**src/rtl/fp8_tile_stager.sv**
```systemverilog
// Operand staging and result drain around the combinational FP8 4x4 tensor core.
// A/B/C rows are loaded into holding registers, held stable while the core settles, then D is captured and streamed out row by row.
module fp8_tile_stager #(
    parameter int SETTLE_CYCLES = 1
) (
    input  logic         clk,
    input  logic         rst_n,
    input  logic         in_valid,
    output logic         in_ready,
    input  logic [1:0]   in_sel,
    input  logic [1:0]   in_row,
    input  logic [63:0]  in_data,
    input  logic         start,
    output logic [127:0] a_flat,
    output logic [127:0] b_flat,
    output logic [255:0] c_flat,
    input  logic [255:0] d_flat,
    output logic         out_valid,
    input  logic         out_ready,
    output logic [1:0]   out_row,
    output logic [63:0]  out_data,
    output logic         busy,
    output logic         done,
    output logic         err
);
    localparam logic [1:0] ST_LOAD   = 2'd0;
    localparam logic [1:0] ST_SETTLE = 2'd1;
    localparam logic [1:0] ST_DRAIN  = 2'd2;
    localparam logic [3:0] SETTLE_LAST = 4'(SETTLE_CYCLES - 1);

    logic [1:0]   state_reg;
    logic [11:0]  mask_reg;
    logic [3:0]   settle_cnt_reg;
    logic [1:0]   out_row_reg;
    logic [255:0] d_reg;
    logic         done_reg;
    logic         err_reg;

    logic         beat_fire;
    logic [11:0]  beat_bit;
    logic [11:0]  mask_next;
    logic         start_accept;
    logic         start_reject;

    assign in_ready  = (state_reg == ST_LOAD);
    assign beat_fire = in_valid && in_ready;

    // Mask bit index is {sel,row}: A rows 0..3, B rows 4..7, C rows 8..11.
    always_comb begin
        beat_bit = '0;
        if (beat_fire && in_sel != 2'd3)
            beat_bit[{in_sel, in_row}] = 1'b1;
    end

    assign mask_next    = mask_reg | beat_bit;
    assign start_accept = (state_reg == ST_LOAD) && start && (&mask_next);
    assign start_reject = (state_reg == ST_LOAD) && start && !(&mask_next);

    genvar gi;
    generate
        for (gi = 0; gi < 4; gi++) begin : g_rows
            logic [31:0] a_row_reg;
            logic [31:0] b_row_reg;
            logic [63:0] c_row_reg;

            always_ff @(posedge clk or negedge rst_n) begin
                if (!rst_n) begin
                    a_row_reg <= '0;
                    b_row_reg <= '0;
                    c_row_reg <= '0;
                end else if (beat_fire && in_row == 2'(gi)) begin
                    if (in_sel == 2'd0) a_row_reg <= in_data[31:0];
                    if (in_sel == 2'd1) b_row_reg <= in_data[31:0];
                    if (in_sel == 2'd2) c_row_reg <= in_data;
                end
            end

            assign a_flat[32*gi +: 32] = a_row_reg;
            assign b_flat[32*gi +: 32] = b_row_reg;
            assign c_flat[64*gi +: 64] = c_row_reg;
        end
    endgenerate

    always_ff @(posedge clk or negedge rst_n) begin
        if (!rst_n) begin
            state_reg      <= ST_LOAD;
            mask_reg       <= '0;
            settle_cnt_reg <= '0;
            out_row_reg    <= '0;
            d_reg          <= '0;
            done_reg       <= 1'b0;
            err_reg        <= 1'b0;
        end else begin
            done_reg <= 1'b0;
            err_reg  <= (beat_fire && in_sel == 2'd3) || start_reject;
            case (state_reg)
                ST_LOAD: begin
                    mask_reg <= mask_next;
                    if (start_accept) begin
                        state_reg      <= ST_SETTLE;
                        settle_cnt_reg <= '0;
                    end
                end
                ST_SETTLE: begin
                    settle_cnt_reg <= settle_cnt_reg + 4'd1;
                    if (settle_cnt_reg == SETTLE_LAST) begin
                        d_reg       <= d_flat;
                        state_reg   <= ST_DRAIN;
                        out_row_reg <= '0;
                    end
                end
                ST_DRAIN: begin
                    // Row counter wraps to 0 on the last handshake, ready for the next tile.
                    if (out_ready) begin
                        out_row_reg <= out_row_reg + 2'd1;
                        if (out_row_reg == 2'd3) begin
                            state_reg <= ST_LOAD;
                            mask_reg  <= '0;
                            done_reg  <= 1'b1;
                        end
                    end
                end
                default: state_reg <= ST_LOAD;
            endcase
        end
    end

    assign out_valid = (state_reg == ST_DRAIN);
    assign busy      = (state_reg == ST_SETTLE) || (state_reg == ST_DRAIN);
    assign out_row   = out_row_reg;
    assign out_data  = d_reg[64*out_row_reg +: 64];
    assign done      = done_reg;
    assign err       = err_reg;

endmodule

```
**config.mk**
```make
export PLATFORM = sky130hd
export DESIGN_NAME = fp8_tile_stager
export DESIGN_NICKNAME = d
export VERILOG_FILES = /design/src/rtl/fp8_tile_stager.sv
export SDC_FILE = /design/constraint.sdc
export NUM_CORES = 1
export LEC_CHECK = 0
export CORE_AREA = 2 2 356 358
export DETAILED_ROUTE_END_ITERATION = 12
export DIE_AREA = 0 0 358 360
export HOLD_SLACK_MARGIN = 0.06
export MAX_ROUTING_LAYER = met4
export PLACE_DENSITY = 0.5
export SLEW_MARGIN = 15
export SYNTH_ARGS = -nofsm -noshare
export SYNTH_HDL_FRONTEND = slang
export SYNTH_SLANG_ARGS = --single-unit
```
**constraint.sdc**
```tcl
create_clock -name clk -period 2.98 [get_ports clk]
set_clock_uncertainty 0.05 [all_clocks]
set_input_delay 0.298 -clock clk [delete_from_list [all_inputs] [get_ports clk]]
set_output_delay 0.298 -clock clk [all_outputs]
set_load 0.02 [all_outputs]
```
Yosys cells after proc, flatten, opt, wreduce, memory -nomap -nowiden
Cells that the tools add are included.
{"block": "word_totals", "mem_count": 0, "latch_bits": 0, "word_cells": 97, "ramBits": 0, "mem_bits_ro": 0, "regBits": 790}
{"block": "op_classes", "bitwise": 1, "multipliers": 0, "n_eq_ne": 14, "order_cmp": 2, "addsub": 2, "div_mod_pow": 0, "n_mux": 19, "n_reduce_logical": 39, "shift": 1}
{"op": "indexed part select 256 x 9 -> 64 bit", "count": 1}
{"op": "2-to-1 mux 12 bit", "count": 3}
{"op": "AND reduction 2 bit", "count": 14}
{"op": "case mux 12 bit (2 select lines)", "count": 1}
{"op": "== test 2 bit (second input constant)", "count": 6}
{"op": "2-to-1 mux 2 bit", "count": 6}
{"op": "bitwise OR 12 bit", "count": 1}
{"op": "AND reduction 12 bit", "count": 1}
{"op": "logical AND 1 bit", "count": 11}
{"op": "case mux 4 bit (2 select lines)", "count": 1}
{"op": "== test 2 x 1 -> 1 bit (second input constant)", "count": 3}
{"op": "logical NOT 2 bit", "count": 3}
{"op": "inequality test 2 x 1 -> 1 bit (second input constant)", "count": 3}
{"op": "case mux 2 bit (3 select lines)", "count": 1}
{"op": "AND reduction 3 bit", "count": 2}
{"op": "nonzero test 2 bit", "count": 3}
{"op": "less-than comparator 4 x 5 -> 1 bit (second input constant)", "count": 1}
{"op": "adder 4 x 1 -> 4 bit (second input constant)", "count": 1}
{"op": "demux 1 bit (select 4 bit)", "count": 1}
{"op": ">= comparator 4 x 1 -> 1 bit (second input constant)", "count": 1}
{"op": "logical NOT 4 bit", "count": 1}
{"op": "2-to-1 mux 1 bit", "count": 4}
{"op": "2-to-1 mux 4 bit", "count": 1}
{"op": "inequality test 2 bit (second input constant)", "count": 2}
{"op": "5 further kinds", "count": 6}

Logic depth before layout (Yosys ltp)
Gate-level depths: netlist of the first run.
{"block": "depth", "ltp_word": 10, "ltp_mapped": 10, "ltp_nobuf": 8}

Worst setup path before layout of the first run
OpenSTA, ideal clock, no wires.
{"block": "synth_path", "path_kind": "reg2reg", "startpoint": "reg state_reg[0]", "endpoint": "reg settle_cnt_reg[2]", "period_less_slack_ns": 2.418, "setup_slack_ns": 0.562, "path_stages_with_launch": 10, "setup_ns": 0.126, "n_path_buf": 1, "arrival_time_ns": 2.242, "cell_sequence": "dfrtp_1 -> inv_1 -> ha_1 -> and4b_1 -> buf_4 -> a21oi_1 -> nor4_2 -> a41o_2 -> o21ai_2 -> a221o_1"}
{"block": "synth_via", "elab_chain_len": 9, "word_cells_on_any_way": 13}
{"item": "from (decl)", "line": "31", "rtl": "logic [1:0] state_reg;"}
{"item": "from (signal assigned)", "line": "86", "rtl": "state_reg <= ST_LOAD;"}
{"item": "from (signal assigned)", "line": "100", "rtl": "state_reg <= ST_SETTLE;"}
{"item": "from (signal assigned)", "line": "108", "rtl": "state_reg <= ST_DRAIN;"}
{"item": "logical NOT 2 bit *", "line": "45", "rtl": "assign in_ready = (state_reg == ST_LOAD);"}
{"item": "net in_ready", "line": "9", "rtl": "output logic in_ready,"}
{"item": "logical AND 1 bit", "line": "46", "rtl": "assign beat_fire = in_valid && in_ready;"}
{"item": "logical AND 1 bit", "line": "51", "rtl": "if (beat_fire && in_sel != 2'd3)"}
{"item": "2-to-1 mux 12 bit", "line": "51"}
{"item": "bitwise OR 12 bit", "line": "55", "rtl": "assign mask_next = mask_reg | beat_bit;"}
{"item": "AND reduction 12 bit", "line": "56", "rtl": "assign start_accept = (state_reg == ST_LOAD) && start && (&mask_next);"}
{"item": "logical AND 1 bit", "line": "56"}
{"item": "inequality test 2 x 1 -> 1 bit (no source line)"}
{"item": "AND reduction 2 bit (no source line)"}
{"item": "to (signal assigned)", "line": "105", "rtl": "settle_cnt_reg <= settle_cnt_reg + 4'd1;"}
{"item": "to (decl)", "line": "33", "rtl": "logic [3:0] settle_cnt_reg;"}
Mark *: on every way through the listed nets, which the timed path passes. The rest lies on a longest branch.
A chain may end at the register's enable or synchronous reset.

Worst setup path in the final report of the first run
{"block": "layout_path", "startpoint": "reg out_row_reg[0], in the netlist out_row[0]", "endpoint": "out out_data[31]"}
{"block": "layout_via", "elab_chain_len": 1}
{"item": "from (decl)", "line": "34", "rtl": "logic [1:0] out_row_reg;"}
{"item": "from (signal assigned)", "line": "115", "rtl": "out_row_reg <= out_row_reg + 2'd1;"}
{"item": "indexed part select 256 x 9 -> 64 bit", "line": "131", "rtl": "assign out_data = d_reg[64*out_row_reg +: 64];"}
{"item": "to (decl)", "line": "21", "rtl": "output logic [63:0] out_data,"}
No other way between the ends.

==> qor.txt, run 1 <==
Outcome = finished clean
CTS tree = yes
Remaining Overflow, GRT = 0
Sequential share of power = 0.350
Row count = 130
Setup crit start kind = register
Vias in the first global route = 22600
Area Overhead vs Synth = 47.3%
Largest net degree at the start of global routing = 96
WP data required = 2.63 ns
Xor-xnor portion of the synthesized cell area = 0
CP endpoint kind = primary output
Clock transition at path regs = 0.06 ns
Simple-gate share of the synthesized area = 0.0212
I/O pins = 912
Worst hold slack = 0.145 ns
Die height = 360 microns
Final setup TNS = 0 ns
Core Area = 0.125 sq mm
CTS Buffer Depth = 3
Antenna violations before repair = 11
Post-Syn Instances = 1937
Drt first pass iters = 4
Switching power = 17900 uW
Final Hold Vio Count = 0
Wirelength, routed = 115000 microns
Storage element area = 0.0198 sq mm
Syn_nets = 2273
Worst Hold Class = primary input to asynchronous set/reset pin
Routed len/inst = 24.9 microns
Register area share after synthesis = 0.635
Max-Cap Viols = 0
Post-route minimum period = 2.86 ns
Syn_area_per_cell = 16.1 sq um
#FFs+latches synth = 790
CP bufs+invs = 3
First-pass GRT wire length = 164000 microns
Synthesized area = 0.0311 sq mm
Share of layout cells above drive strength 1 = 0.351
Vias per Instance = 4.38
Initial DRC count = 1023
# clock sinks = 790
Post-synthesis mux area share = 0.313
Clock buffer count from CTS = 90
RSZ-0062 raised after global routing = false
H-Tree Depth = 3
Yosys warns = 0
Clk_lat worst skew = 0.66 ns
Compound-Gate Fraction of Synth Area = 0.00723
Crit Path Max Fanout = 10
Cells after DPL = 4423
CP Cell Sequence = buf_12 > buf_8 > mux4_2 > clkdlybuf4s50_1
Comb pwr share = 0.430
Most frequent cells in the layout = clkdlybuf4s50_1, dfrtp_1, mux2_2
Slowest Stage Delay on Critical Path = 0.56 ns
Gpl congestion = 0.859
Setup CP Type = register to primary output
Largest family of logic cells by synthesized area = multiplexers
Final Non-Filler Cells = 4603
Multi-input logic area = 0.0108 sq mm
Power Dens Cells = 1120 mW/mm^2
Final slew viol count = 0
Period utilization = 0.960
Clock Tree Root = clkbuf_16
Internal power = 33600 uW
Fin nets = 3210
Die width = 358 microns
Layout Utilization = 0.367
Clock share of power = 0.220
Overall Global Routing Usage = 0.180
Final setup viols = 0
Slew headroom = 0.371
I/O Buffers = 911
DR vias = 20200
Fmax = 349 MHz
Crit-path leading delay family = buffers and inverters
Crit-path slowest cell = clkdlybuf4s50_1
Dpl hpwl = 83400 microns
Slew @ Worst Pin = 0.940 ns
Initial Utilization = 0.249
WP data arrival = 2.51 ns
Die area = 0.129 sq mm
Final ANT Viol Nets = 0
Switching part of the total = 0.347
Commonest non-fill, non-tap cell in the layout = clkdlybuf4s50_1
Synth unique cells = 33
Adder-Cell Fraction of Synth Area = 0.00281
# fillers = 11900
DR DRC count = 0
Leakage = 0.0194 uW
Maximum vdd ir drop = 0.000645 V
through the flow:
stage                     power (uW)  area (sq um)  worst slack (ns)
after floorplan                29100         31100             0.562
after global placement         40200         42700             0.324
after detailed placement       40600         42700             0.225
after CTS                      52300         45800           0.00289
after global routing           54100         45900           0.00117
final                          51500         45900             0.119
cells in the mapped netlist (all sizes together):
cell	n	area (sq um)
clkbuf	62	234
a41o	1	11.3
a22o	3	26.3
and4bb	1	12.5
and2	5	31.3
and3	2	12.5
nand3	5	25.0
nor2b	2	12.5
nor4	3	37.5
mux2	737	8300
buf	79	373
and3b	1	8.76
and2b	1	7.51
inv	10	37.5
nand2	123	462
and4b	2	20.0
nor2	4	15.0
nor3b	1	7.51
a32o	2	20.0
dfrtp	790	19800
ha	7	87.6
o21ai	15	78.8
mux4	64	1440
a32oi	1	8.76
a21oi	12	60.1
or2b	1	7.51
mux2i	1	10.0
a221o	2	20.0
cell type report:
class,instances,area share
Sequential cell,790,0.431
Antenna cell,13,0.000709
Inverter,10,0.000818
Clock inverter,30,0.00993
Clock buffer,128,0.0559
Tap cell,1650,0.0450
Multi-Input combinational cell,996,0.235
Timing Repair Buffer,986,0.222
per-layer routing:
metal	track usage	vias to the layer above	share of wire
li1	-	8758	-
met1	0.210	10500	0.40
met2	0.283	764	0.47
met3	0.0696	144	0.098
met4	0.0577	0	0.028
met5	-	-	0
logic make-up after synthesis:
family                   after synthesis
buffers and inverters                151
flip-flops                           790
multiplexers                         802
AO/OA/AOI/OAI                         36
adder cells (fa/ha/maj)                7
AND/OR/NAND/NOR                      151
power by group through the flow:
| stage | Combinational, uW | Clock, uW | Sequential [uW] |
|---|---|---|---|
| global placement | 22100 | 0 | 18100 |
| global route | 23300 | 12200 | 18600 |
| finish | 22100 | 11300 | 18000 |
| CTS | 22500 | 11700 | 18100 |
| detailed placement | 22300 | 0 | 18300 |
| floorplan | 8200 | 0 | 20900 |
worst paths after layout:
check                                       start                      end  slack (ns)  depth (start not counted)
max                                    out_row[0]             out_data[31]        0.12                          4
min                                         rst_n  g_rows[3].a_row_reg[13]        0.14                          2
max reg2reg                          state_reg[0]        settle_cnt_reg[3]        0.26                          8
min reg2reg                g_rows[3].a_row_reg[1]   g_rows[3].a_row_reg[1]        0.43                          2
max in group asynchronous                   rst_n               d_reg[217]        1.50                          3
min in group clk                      d_flat[221]               d_reg[221]        0.18                          2
timing repair:
item	4_1_cts	5_1_grt
setup endpoints to repair	64	5
pin swaps	0	0
gates resized for setup	15	5
hold buffers	1	0
buffers inserted	8	0
hold endpoints to repair	150	0
No activity file was read; power rests on OpenSTA's default activity.
==> inputs of run 2 (changes only) <==
==> constraint.sdc (replaced) <==
create_clock -name clk -period 2.7 [get_ports clk]
set_clock_uncertainty 0.05 [all_clocks]
set_input_delay 0.27 -clock clk [delete_from_list [all_inputs] [get_ports clk]]
set_output_delay 0.27 -clock clk [all_outputs]
set_load 0.02 [all_outputs]
==> run 2 against run 1 <==
Die area stayed put; non-clock buffer count is 16 higher; sequential share of layout area shrank 0.42 points; largest cell class unchanged; highest routed layer unchanged; final cell count increased by 0.65%; register-to-register slack lost 0.11 ns; total power up 12%; global-route usage increased by 0.18 points.
==> qor.txt, run 2 (same netlist as run 1, synthesis figures left out) <==
Dpl hpwl = 83500 microns (+0.14%)
Row count = 130 (unchanged)
Drt first pass iters = 4 (unchanged)
Post-route minimum period = 2.60 ns
I/O pins = 912 (unchanged)
# clock sinks = 790 (unchanged)
Share of layout cells above drive strength 1 = 0.382 (+0.0311)
Clock Tree Root = clkbuf_16
Routed len/inst = 25.0 microns (+0.31%)
H-Tree Depth = 3 (unchanged)
DR vias = 20400 (+1.3%)
Maximum vdd ir drop = 0.000667 V (+3.3%)
Most frequent cells in the layout = clkdlybuf4s50_1, dfrtp_1, mux2_2
Final ANT Viol Nets = 0 (unchanged)
Setup CP Type = register to primary output
Final slew viol count = 0 (unchanged)
Die height = 360 microns (unchanged)
Fmax = 385 MHz
Max-Cap Viols = 0 (unchanged)
CTS Buffer Depth = 3 (unchanged)
Wirelength, routed = 116000 microns (+0.97%)
RSZ-0062 raised after global routing = false
WP data required = 2.38 ns (-0.25 ns)
DP Area = 0.0429 sq mm (+0.37%)
Overall Global Routing Usage = 0.181 (+0.00180)
Fin nets = 3228 (+0.56%)
Initial DRC count = 784 (-23%)
Initial Utilization = 0.249 (unchanged)
Slew headroom = 0.411 (+0.0395)
Worst hold slack = 0.154 ns (+0.00921 ns)
Die width = 358 microns (unchanged)
Clk_lat worst skew = 0.69 ns (+0.03 ns)
Crit Path Max Fanout = 7 (-3)
Final setup viols = 0 (unchanged)
Area Overhead vs Synth = 48.8%
Vias per Instance = 4.41 (+0.64%)
Pwr Total = 57700 uW (+12%)
Post-route cell area = 0.0463 sq mm (+0.97%)
DR DRC count = 0 (unchanged)
I/O Buffers = 911 (unchanged)
Period utilization = 0.961
Die area = 0.129 sq mm (unchanged)
Remaining Overflow, GRT = 0 (unchanged)
Final setup TNS = 0 ns (unchanged)
Antenna violations before repair = 20 (+9)
Gpl congestion = 0.834 (-2.9%)
WP data arrival = 2.28 ns (-0.23 ns)
Worst Hold Class = primary input to register
Slew @ Worst Pin = 0.881 ns (-0.0590 ns)
CP endpoint kind = primary output
Commonest non-fill, non-tap cell in the layout = clkdlybuf4s50_1
Setup crit start kind = register
Clock buffer count from CTS = 92 (+2.2%)
Leakage = 0.0197 uW (+1.4%)
Power Dens Cells = 1250 mW/mm^2 (+11%)
Final Hold Vio Count = 0 (unchanged)
Clock transition at path regs = 0.06 ns (about the same)
Largest net degree at the start of global routing = 87 (-9.4%)
Outcome = finished clean
Vias in the first global route = 23100 (+2.2%)
# fillers = 11800 (-1.0%)
Layout Utilization = 0.371 (+0.00357)
First-pass GRT wire length = 165000 microns (+0.70%)
Core Area = 0.125 sq mm (unchanged)
CTS tree = yes
-- run 2: repair_timing --
action / 4_1_cts / 5_1_grt
buffers inserted: 8 / 0
resized for setup: 154 / 37
endpoints found under the hold margin: 276 / 0
hold buffers: 1 / 0
setup endpoints to repair: 68 / 28
-- run 2: per-stage QoR --
step,setup slack [ns],cells
2_1_floorplan,0.282,1937
3_3_place_gp,0.127,4439
3_5_place_dp,0.0704,4439
4_1_cts,-0.105,4620
5_1_grt,0.00118,4633
6_report,0.105,4633
-- run 2: area by class of cell --
class / instances / area, sq um / area share
Sequential cell: 790 / 19800 / 0.427
Multi-Input combinational cell: 996 / 10800 / 0.233
Timing Repair Buffer: 1002 / 10200 / 0.221
Clock buffer: 127 / 2750 / 0.0593
Tap cell: 1650 / 2060 / 0.0446
Clock inverter: 45 / 653 / 0.0141
Inverter: 10 / 37.5 / 0.000810
Antenna cell: 13 / 32.5 / 0.000702
-- run 2: metal layers --
metal / part of all wire / GRT usage
met3: 0.10 / 0.0757
met4: 0.039 / 0.0770
met1: 0.39 / 0.203
met2: 0.47 / 0.284
met5: 0 / -
-- run 2: final timing paths --
check / cells after the start / startpoint / slack (ns) / end
worst min-delay path: 2 / d_flat[159] / 0.15 / d_reg[159]
worst max register to register: 8 / state_reg[1] / 0.15 / settle_cnt_reg[2]
worst max-delay path: 3 / state_reg[0] / 0.10 / out_valid
worst min register to register: 2 / g_rows[3].a_row_reg[28] / 0.43 / g_rows[3].a_row_reg[28]
min in group asynchronous: 2 / rst_n / 0.16 / g_rows[2].c_row_reg[45]
max in group asynchronous: 4 / rst_n / 1.41 / g_rows[2].c_row_reg[31]
-- run 2: worst max-delay path: stages (launching register included) --
cell	delay [ns]
dfrtp_1	0.39
inv_1	0.11
ha_1	0.33
clkdlybuf4s50_1	0.76
-- run 2: power by group --
group / internal [uW] / total [uW] / switching [uW] / leakage [uW]
combinational: 12400 / 24100 / 11700 / 0.00834
clock: 8380 / 13700 / 5290 / 0.00167
sequential: 17000 / 19900 / 2890 / 0.00964
